File: config.mk
export PLATFORM = sky130hd
export DESIGN_NAME = shifter_flat
export DESIGN_NICKNAME = d
export VERILOG_FILES = /design/src/rtl/shifter_pkg.sv /design/src/rtl/shifter_if.sv /design/src/rtl/shifter_core.sv /design/src/rtl/shifter.sv /design/src/flat_wrapper.sv
export SDC_FILE = /design/constraint.sdc
export NUM_CORES = 1
export LEC_CHECK = 0
export ABC_AREA = 1
export CAP_MARGIN = 40
export CORE_UTILIZATION = 40
export DETAILED_ROUTE_END_ITERATION = 8
export GPL_TIMING_DRIVEN = 0
export SLEW_MARGIN = 20
export SYNTH_ARGS = -nofsm -noshare
export SYNTH_HDL_FRONTEND = slang
export SYNTH_HIERARCHICAL = 1
export SYNTH_SLANG_ARGS = --single-unit
File: constraint.sdc
create_clock -name clk -period 1.7 [get_ports clk]
set_input_delay 0.34 -clock clk [delete_from_list [all_inputs] [get_ports clk]]
set_output_delay 0.34 -clock clk [all_outputs]
set_load 0.01 [all_outputs]
File: src/rtl/shifter_pkg.sv
// Shared definitions for the shifter block.
// Holds the operand and shift-amount widths and the 2-bit operation
// encoding that both the combinational core and the testbench use.
package shifter_pkg;

    localparam int WIDTH   = 16;
    localparam int SHAMT_W = 4;

    // Operation select. MODE_PASS is a reserved code that forwards the
    // operand untouched, so it never lets X reach the output.
    typedef enum logic [1:0] {
        MODE_SLL  = 2'b00,
        MODE_SRA  = 2'b01,
        MODE_ROR  = 2'b10,
        MODE_PASS = 2'b11
    } shift_mode_e;

endpackage

File: src/rtl/shifter_if.sv
// Operand/result bundle for the shifter.
// Signals:
//   Shift_In  [15:0]  operand to shift
//   Shift_Val [3:0]   shift amount, 0-15, unsigned
//   Mode      [1:0]   operation select (see shifter_pkg::shift_mode_e)
//   Shift_Out [15:0]  registered result
// Modports:
//   master  drives the operand side and observes the result
//   slave   the shifter itself
interface shifter_if;

    logic [shifter_pkg::WIDTH-1:0]   Shift_In;
    logic [shifter_pkg::SHAMT_W-1:0] Shift_Val;
    logic [1:0]                      Mode;
    logic [shifter_pkg::WIDTH-1:0]   Shift_Out;

    modport master (
        output Shift_In,
        output Shift_Val,
        output Mode,
        input  Shift_Out
    );

    modport slave (
        input  Shift_In,
        input  Shift_Val,
        input  Mode,
        output Shift_Out
    );

endinterface

File: src/rtl/shifter_core.sv
// Purely combinational 16-bit logarithmic barrel shifter.
// Ports:
//   data   [15:0]  operand
//   amount [3:0]   shift amount, 0-15
//   mode   [1:0]   SLL / SRA / ROR / pass-through
//   result [15:0]  shifted operand
module shifter_core
    import shifter_pkg::*;
(
    input  logic [WIDTH-1:0]   data,
    input  logic [SHAMT_W-1:0] amount,
    input  logic [1:0]         mode,
    output logic [WIDTH-1:0]   result
);

    logic [WIDTH-1:0] stage_val;
    logic [WIDTH-1:0] shifted;
    int unsigned      step;

    // Four stages shifting by 1, 2, 4 and 8; stage k is enabled by
    // amount[k]. The fill differs per mode: zeros for SLL, copies of the
    // sign bit for SRA, and the bits falling off the LSB for ROR. The
    // pass-through code keeps every stage transparent regardless of amount.
    always_comb begin
        stage_val = data;
        shifted   = data;
        step      = 0;
        for (int k = 0; k < SHAMT_W; k++) begin
            step    = 32'd1 << k;
            shifted = stage_val;
            case (shift_mode_e'(mode))
                MODE_SLL: shifted = stage_val << step;
                MODE_SRA: shifted = $unsigned($signed(stage_val) >>> step);
                MODE_ROR: shifted = (stage_val >> step) | (stage_val << (WIDTH - step));
                default:  shifted = stage_val;
            endcase
            if (amount[k]) begin
                stage_val = shifted;
            end
        end
        result = stage_val;
    end

endmodule

File: src/rtl/shifter.sv
// Three-function 16-bit barrel shifter with a registered result.
// One clock of latency; a new operation is accepted every cycle.
// Ports:
//   clk  system clock, rising edge
//   rst  synchronous active-high reset, clears the result
//   bus  shifter_if slave: Shift_In, Shift_Val, Mode in; Shift_Out out
module shifter
    import shifter_pkg::*;
(
    input  logic      clk,
    input  logic      rst,
    shifter_if.slave  bus
);

    logic [WIDTH-1:0] core_result;

    shifter_core u_core (
        .data   (bus.Shift_In),
        .amount (bus.Shift_Val),
        .mode   (bus.Mode),
        .result (core_result)
    );

    // Single output register; reset takes priority over any operation
    // presented in the same cycle.
    always_ff @(posedge clk) begin
        if (rst) begin
            bus.Shift_Out <= '0;
        end else begin
            bus.Shift_Out <= core_result;
        end
    end

endmodule

File: src/flat_wrapper.sv
// flat-port wrapper written by rule: the top's interface ports become plain ports
module shifter_flat import shifter_pkg::*;
  (clk, rst, bus_Shift_In, bus_Shift_Val, bus_Mode, bus_Shift_Out);
  shifter_if bus_i ();
  input  logic clk;
  input  logic rst;
  input wire logic [$bits(bus_i.Shift_In)-1:0] bus_Shift_In;
  input wire logic [$bits(bus_i.Shift_Val)-1:0] bus_Shift_Val;
  input wire logic [$bits(bus_i.Mode)-1:0] bus_Mode;
  output wire logic [$bits(bus_i.Shift_Out)-1:0] bus_Shift_Out;
  assign bus_i.Shift_In = bus_Shift_In;
  assign bus_i.Shift_Val = bus_Shift_Val;
  assign bus_i.Mode = bus_Mode;
  assign bus_Shift_Out = bus_i.Shift_Out;
  shifter u_core (.clk(clk), .rst(rst), .bus(bus_i));
endmodule
### Word-level counts from Yosys, hierarchy flattened

Cells that the tools add are included.

* flip-flop bits (word level): 16
* input port bits: 24

* eq/ne operators: 2
* mux-type cells: 8
* bitwise operators: 4
* reduce and logical (&&, ||, !) cells: 1

Operators with widths (number)
* 16-bit case mux with 3 select lines: 4
* 16-bit two-way mux: 4
* 12-bit by 16-bit bitwise OR with 16-bit output: 1
* 14-bit by 16-bit bitwise OR with 16-bit output: 1
* 15-bit by 16-bit bitwise OR with 16-bit output: 1
* 8-bit by 16-bit bitwise OR with 16-bit output: 1
* 2-bit by 1-bit == test with 1-bit output (second input constant): 1
* 2-bit == test (second input constant): 1
* 2-bit zero test: 1

### Depth between registers and ports, before layout

* word-level depth: 12
* gate-level depth with buffers: 16
* gate-level depth less buffers: 16

### By module

Netlist, hierarchy kept.

By module, submodules not included
* shifter_core: instances 1, cells an instance 339, area each 1654.1 µm², sequential area each 0.0 µm²
* shifter: instances 1, cells an instance 50, area each 474.2 µm², sequential area each 320.3 µm²

### Worst setup path before layout

Ideal clock, no wire load.

* kind: input to register
* from: input bus_Mode[0]
* to: register u_core.bus.Shift_Out[11]
* setup time: 0.111 ns
* arrival: 1.444 ns
* required time: 1.589 ns
* setup slack: 0.146 ns
* stages on the path: 15
* cell sequence: nor2_4 buf_6 nand2_1 nand2_1 nand2_2 nand3_1 nand3_1 nand2_1 nand2_1 nand2_1 nand2_1 nand3_1 nand3_1 inv_1 nor2_2

* word-level cells in the longest chain between the ends: 12
* elaborated cells between the ends (all ways): 14

RTL lines
* start: declaration: line flat_wrapper.sv:9 `input wire logic [$bits(bus_i.Mode)-1:0] bus_Mode;`
* 2-bit == test, or another cell as far along: line shifter_core.sv:31 `case (shift_mode_e'(mode))`
* 16-bit case mux with 3 select lines: line shifter_core.sv:31
* 16-bit two-way mux: line shifter_core.sv:37 `if (amount[k]) begin`
* 14-bit by 16-bit bitwise OR with 16-bit output: line shifter_core.sv:34 `MODE_ROR: shifted = (stage_val >> step) | (stage_val << (WIDTH - step));`
* 16-bit case mux with 3 select lines: line shifter_core.sv:31
* 16-bit two-way mux: line shifter_core.sv:37
* 12-bit by 16-bit bitwise OR with 16-bit output: line shifter_core.sv:34
* 16-bit case mux with 3 select lines: line shifter_core.sv:31
* 16-bit two-way mux: line shifter_core.sv:37
* 8-bit by 16-bit bitwise OR with 16-bit output: line shifter_core.sv:34
* 16-bit case mux with 3 select lines: line shifter_core.sv:31
* 16-bit two-way mux (*): line shifter_core.sv:37
* net u_core.core_result[11]: line shifter.sv:15 `logic [WIDTH-1:0] core_result;`
* end signal: assignment: line shifter.sv:30 `bus.Shift_Out <= core_result;`
* end: declaration: line shifter_if.sv:28 `output Shift_Out`

The timed path passes the listed nets; every way through them passes the cells marked *.
A chain may end at the register's enable or synchronous reset.

### Worst setup path after layout

* from: input bus_Mode[0]
* to: register u_core.bus.Shift_Out[8]

Same word-level chain as after synthesis.

==> results.tsv <==
stage	metric	value	unit
outcome	status	completed	
synthesis	synth_cell_type_count	24	
finish	regMostFlops	u_core/bus.Shift_Out	
worst_setup_path	cp-start-kind	input pin	
floorplan	dieArea	5620	um2
cts	cts_max_level	1	
pwr	p_seq_share	25.0	%
worst_hold_path	hold_depth	2	
worst_setup_path	critical_path_required	1.84	ns
worst_setup_path	end_kind	register	
placement	portBuffers	37	
worst_setup_path	cp.arrival	1.76	ns
route	avgRoutedWirePerCell	13.7	um
worst_setup_path	critPathKind	input pin to register	
worst_hold_path	worstHoldPathType	input pin to register	
worst_hold_path	hp-start	rst	
synthesis	synth.avg_cell_area	5.47	um2
worst_hold_path	min_to	u_core/bus.Shift_Out[15]	
global_routing	grt_pass1_wl	11.1	mm
pwr	peakVddDrop	0.434	mV
pwr	p_switching	682	uW
cts	cts_made_buffers	3	
global_routing	antenna_found_initial	0	
route	antenna_left	0	
finish	drive_gt1_share	35.7	%
worst_setup_path	cp_top_family	simple AND/OR/NAND/NOR gates	
timing	fmax	619	MHz
timing	max_slew_margin	65.7	%
finish	finalInstanceArea	3110	um2
synthesis	synth_nets	413	
synthesis	synth_area_leaders	nand2_1, nand3_1, dfxtp_1, nand3_2, inv_1	
synthesis	seq_area_frac_synth	15.0	%
synthesis	yosysMostFrequentCell	nand2_1	
route	drc	0	
timing	finalHoldViolCount	0	
placement	place.gp.congestion	0.924	
worst_setup_path	cp_max_fo	7	
placement	dp_hpwl	5.41	mm
worst_setup_path	critPathMaxStageDelay	0.17	ns
timing	finalCritPeriodShare	95.1	%
synthesis	ys.warnings.count	6	
pwr	switching_share	40.2	%
synthesis	synth_largest_area_cell	nand2_1	
cts	clock_sinks	16	
finish	largest_register_ffs	16	
timing	period_needed	1.62	ns
timing	final-setup-viol-count	0	
cts	ctsHoldBuffers	0	
floorplan	initial_core_util	41.7	%
global_routing	first_global_vias	2512	
floorplan	rows	26	
timing	rsz0062_at_grt	yes	
route	num_vias	2785	
synthesis	postSynthCellCount	389	
route	drt-vias-per-instance	5.38	
pwr	p_int	1.02	mW
finish	reg_top3	u_core/bus.Shift_Out x16	
pwr	p_leak	1.68	nW
cts	cts_root_buf	clkbuf_8	
synthesis	synthesis.area	2130	um2
global_routing	grt_max_degree	11	
finish	n_antenna_cell	0	
synthesis	synth_edf_count	0	
finish	area_delta_synth_final	46.1	%
worst_setup_path	path_buf_inv	4	
finish	nNetsFinal	473	
synthesis	synth_commonest_cells	nand2_1, nand3_1, inv_1	
placement	dp_cells	496	
flow_run	drv_cap	0	
cts	cts.path.max_buffers	2	
synthesis	yosys.area.top_type_share	27.2	%
worst_setup_path	path_cells	buf_12 -> nand2_4 -> clkinv_4 -> nor2_8 -> nand2_2 -> nand2_2 -> nand2_4 -> nand3_2 -> nand3_2 -> nand3_1 -> nand2_1 -> nand2_2 -> nand3_2 -> nand2_1 -> inv_1 -> inv_1 -> nor2_1	
pwr	clock_power_share	19.2	%
pwr	power_density	546	nW/um2
synthesis	ys_ff_latch	16	
route	drtPass1Iterations	6	
timing	fin_tns_setup	0	ns
worst_setup_path	slowest_stage	nor2_8	
finish	final_cells	518	
floorplan	die_h	74.9	um
global_routing	track_usage	25.9	%
route	drt_iter0_markers	190	
synthesis	ys_async_sr_fraction	0	%
synthesis	synth_flop_cell	dfxtp_1	
finish	post-route-util	60.9	%
global_routing	grt-ovfl-total	0	
floorplan	dieWidth	74.9	um
pwr	pwr-share-comb	55.8	%
floorplan	core_area	5110	um2
cts	cts_tree	yes	
floorplan	io-pin-count	40	
route	drt_wl_total	7.10	mm
timing	tightest_slew	0.512	ns
placement	dpl_cell_area	2590	um2
timing	slew_violations	0	
cts	clk_pin_slew	0.06	ns
worst_setup_path	cp.depth	17	
how the worst max path moves through the flow:
stage / start / end / slack (ns)
after floorplan: bus_Mode[0] / u_core/bus.Shift_Out[11] / 0.15
after global placement: bus_Mode[1] / u_core/bus.Shift_Out[11] / -0.80
after detailed placement: bus_Mode[1] / u_core/bus.Shift_Out[14] / -0.77
after CTS: bus_Shift_Val[3] / u_core/bus.Shift_Out[7] / -0.002
after global routing: bus_Mode[0] / u_core/bus.Shift_Out[10] / -0.05
final: bus_Mode[0] / u_core/bus.Shift_Out[8] / 0.08
stage by stage:
stage                     hold slack [ns]  total power, mW  setup WS (ns)
after global placement              0.545             1.21         -0.804
final                               0.279             1.70         0.0835
after detailed placement            0.544             1.22         -0.769
after global routing                0.277             1.83        -0.0477
after CTS                           0.277             1.58       -0.00240
after floorplan                     0.524            0.963          0.146
final cells by class:
cell class | instances | area [um2]
buffer | 16 | 151
clock buffer | 4 | 55.1
fill | 512 | 2000
inverter | 47 | 189
multi-input combinational | 310 | 1740
sequential | 16 | 320
tap | 70 | 87.6
timing repair buffer | 55 | 566
timing repair:
action | 4_1_cts | 5_1_grt
buffers inserted | 10 | 8
gates resized for setup | 20 | 114
pin swaps | 3 | 37
endpoints found under the setup margin | 16 | 16
gates cloned | 1 | 0
cells by family after synthesis:
logic type	count (synthesis)	share of synthesized area, %
AOI/OAI and AO/OA	13	3.76
buffers and inverters	63	14.8
DFF	16	15.1
and+or+nand+nor	297	66.4
power by group through the flow:
stage | Sequential [mW] | Combinational, mW | Clock (mW)
CTS | 0.425 | 0.818 | 0.339
global route | 0.429 | 1.05 | 0.355
floorplan | 0.454 | 0.508 | 0
global placement | 0.432 | 0.782 | 0
finish | 0.424 | 0.948 | 0.326
detailed placement | 0.434 | 0.784 | 0
cell usage in the layout, fill, tap and decap left out, drive strengths merged, types with 5 or more instances in the layout:
cell,count
nor2,27
nand2,167
dlymetal6s2s,10
clkbuf,5
nand3,97
nand4,6
buf,35
clkdlybuf4s50,25
o21ai,12
inv,46
dfxtp,16
per-layer routing:
layer	up-vias	global-route usage, %	part of all wire [%]
met3	16	6.43	8.1
met5	-	0	0
li1	1358	-	-
met4	0	3.14	1.7
met1	1299	35.0	43
met2	112	42.7	47
No activity file was read; power rests on OpenSTA's default activity.
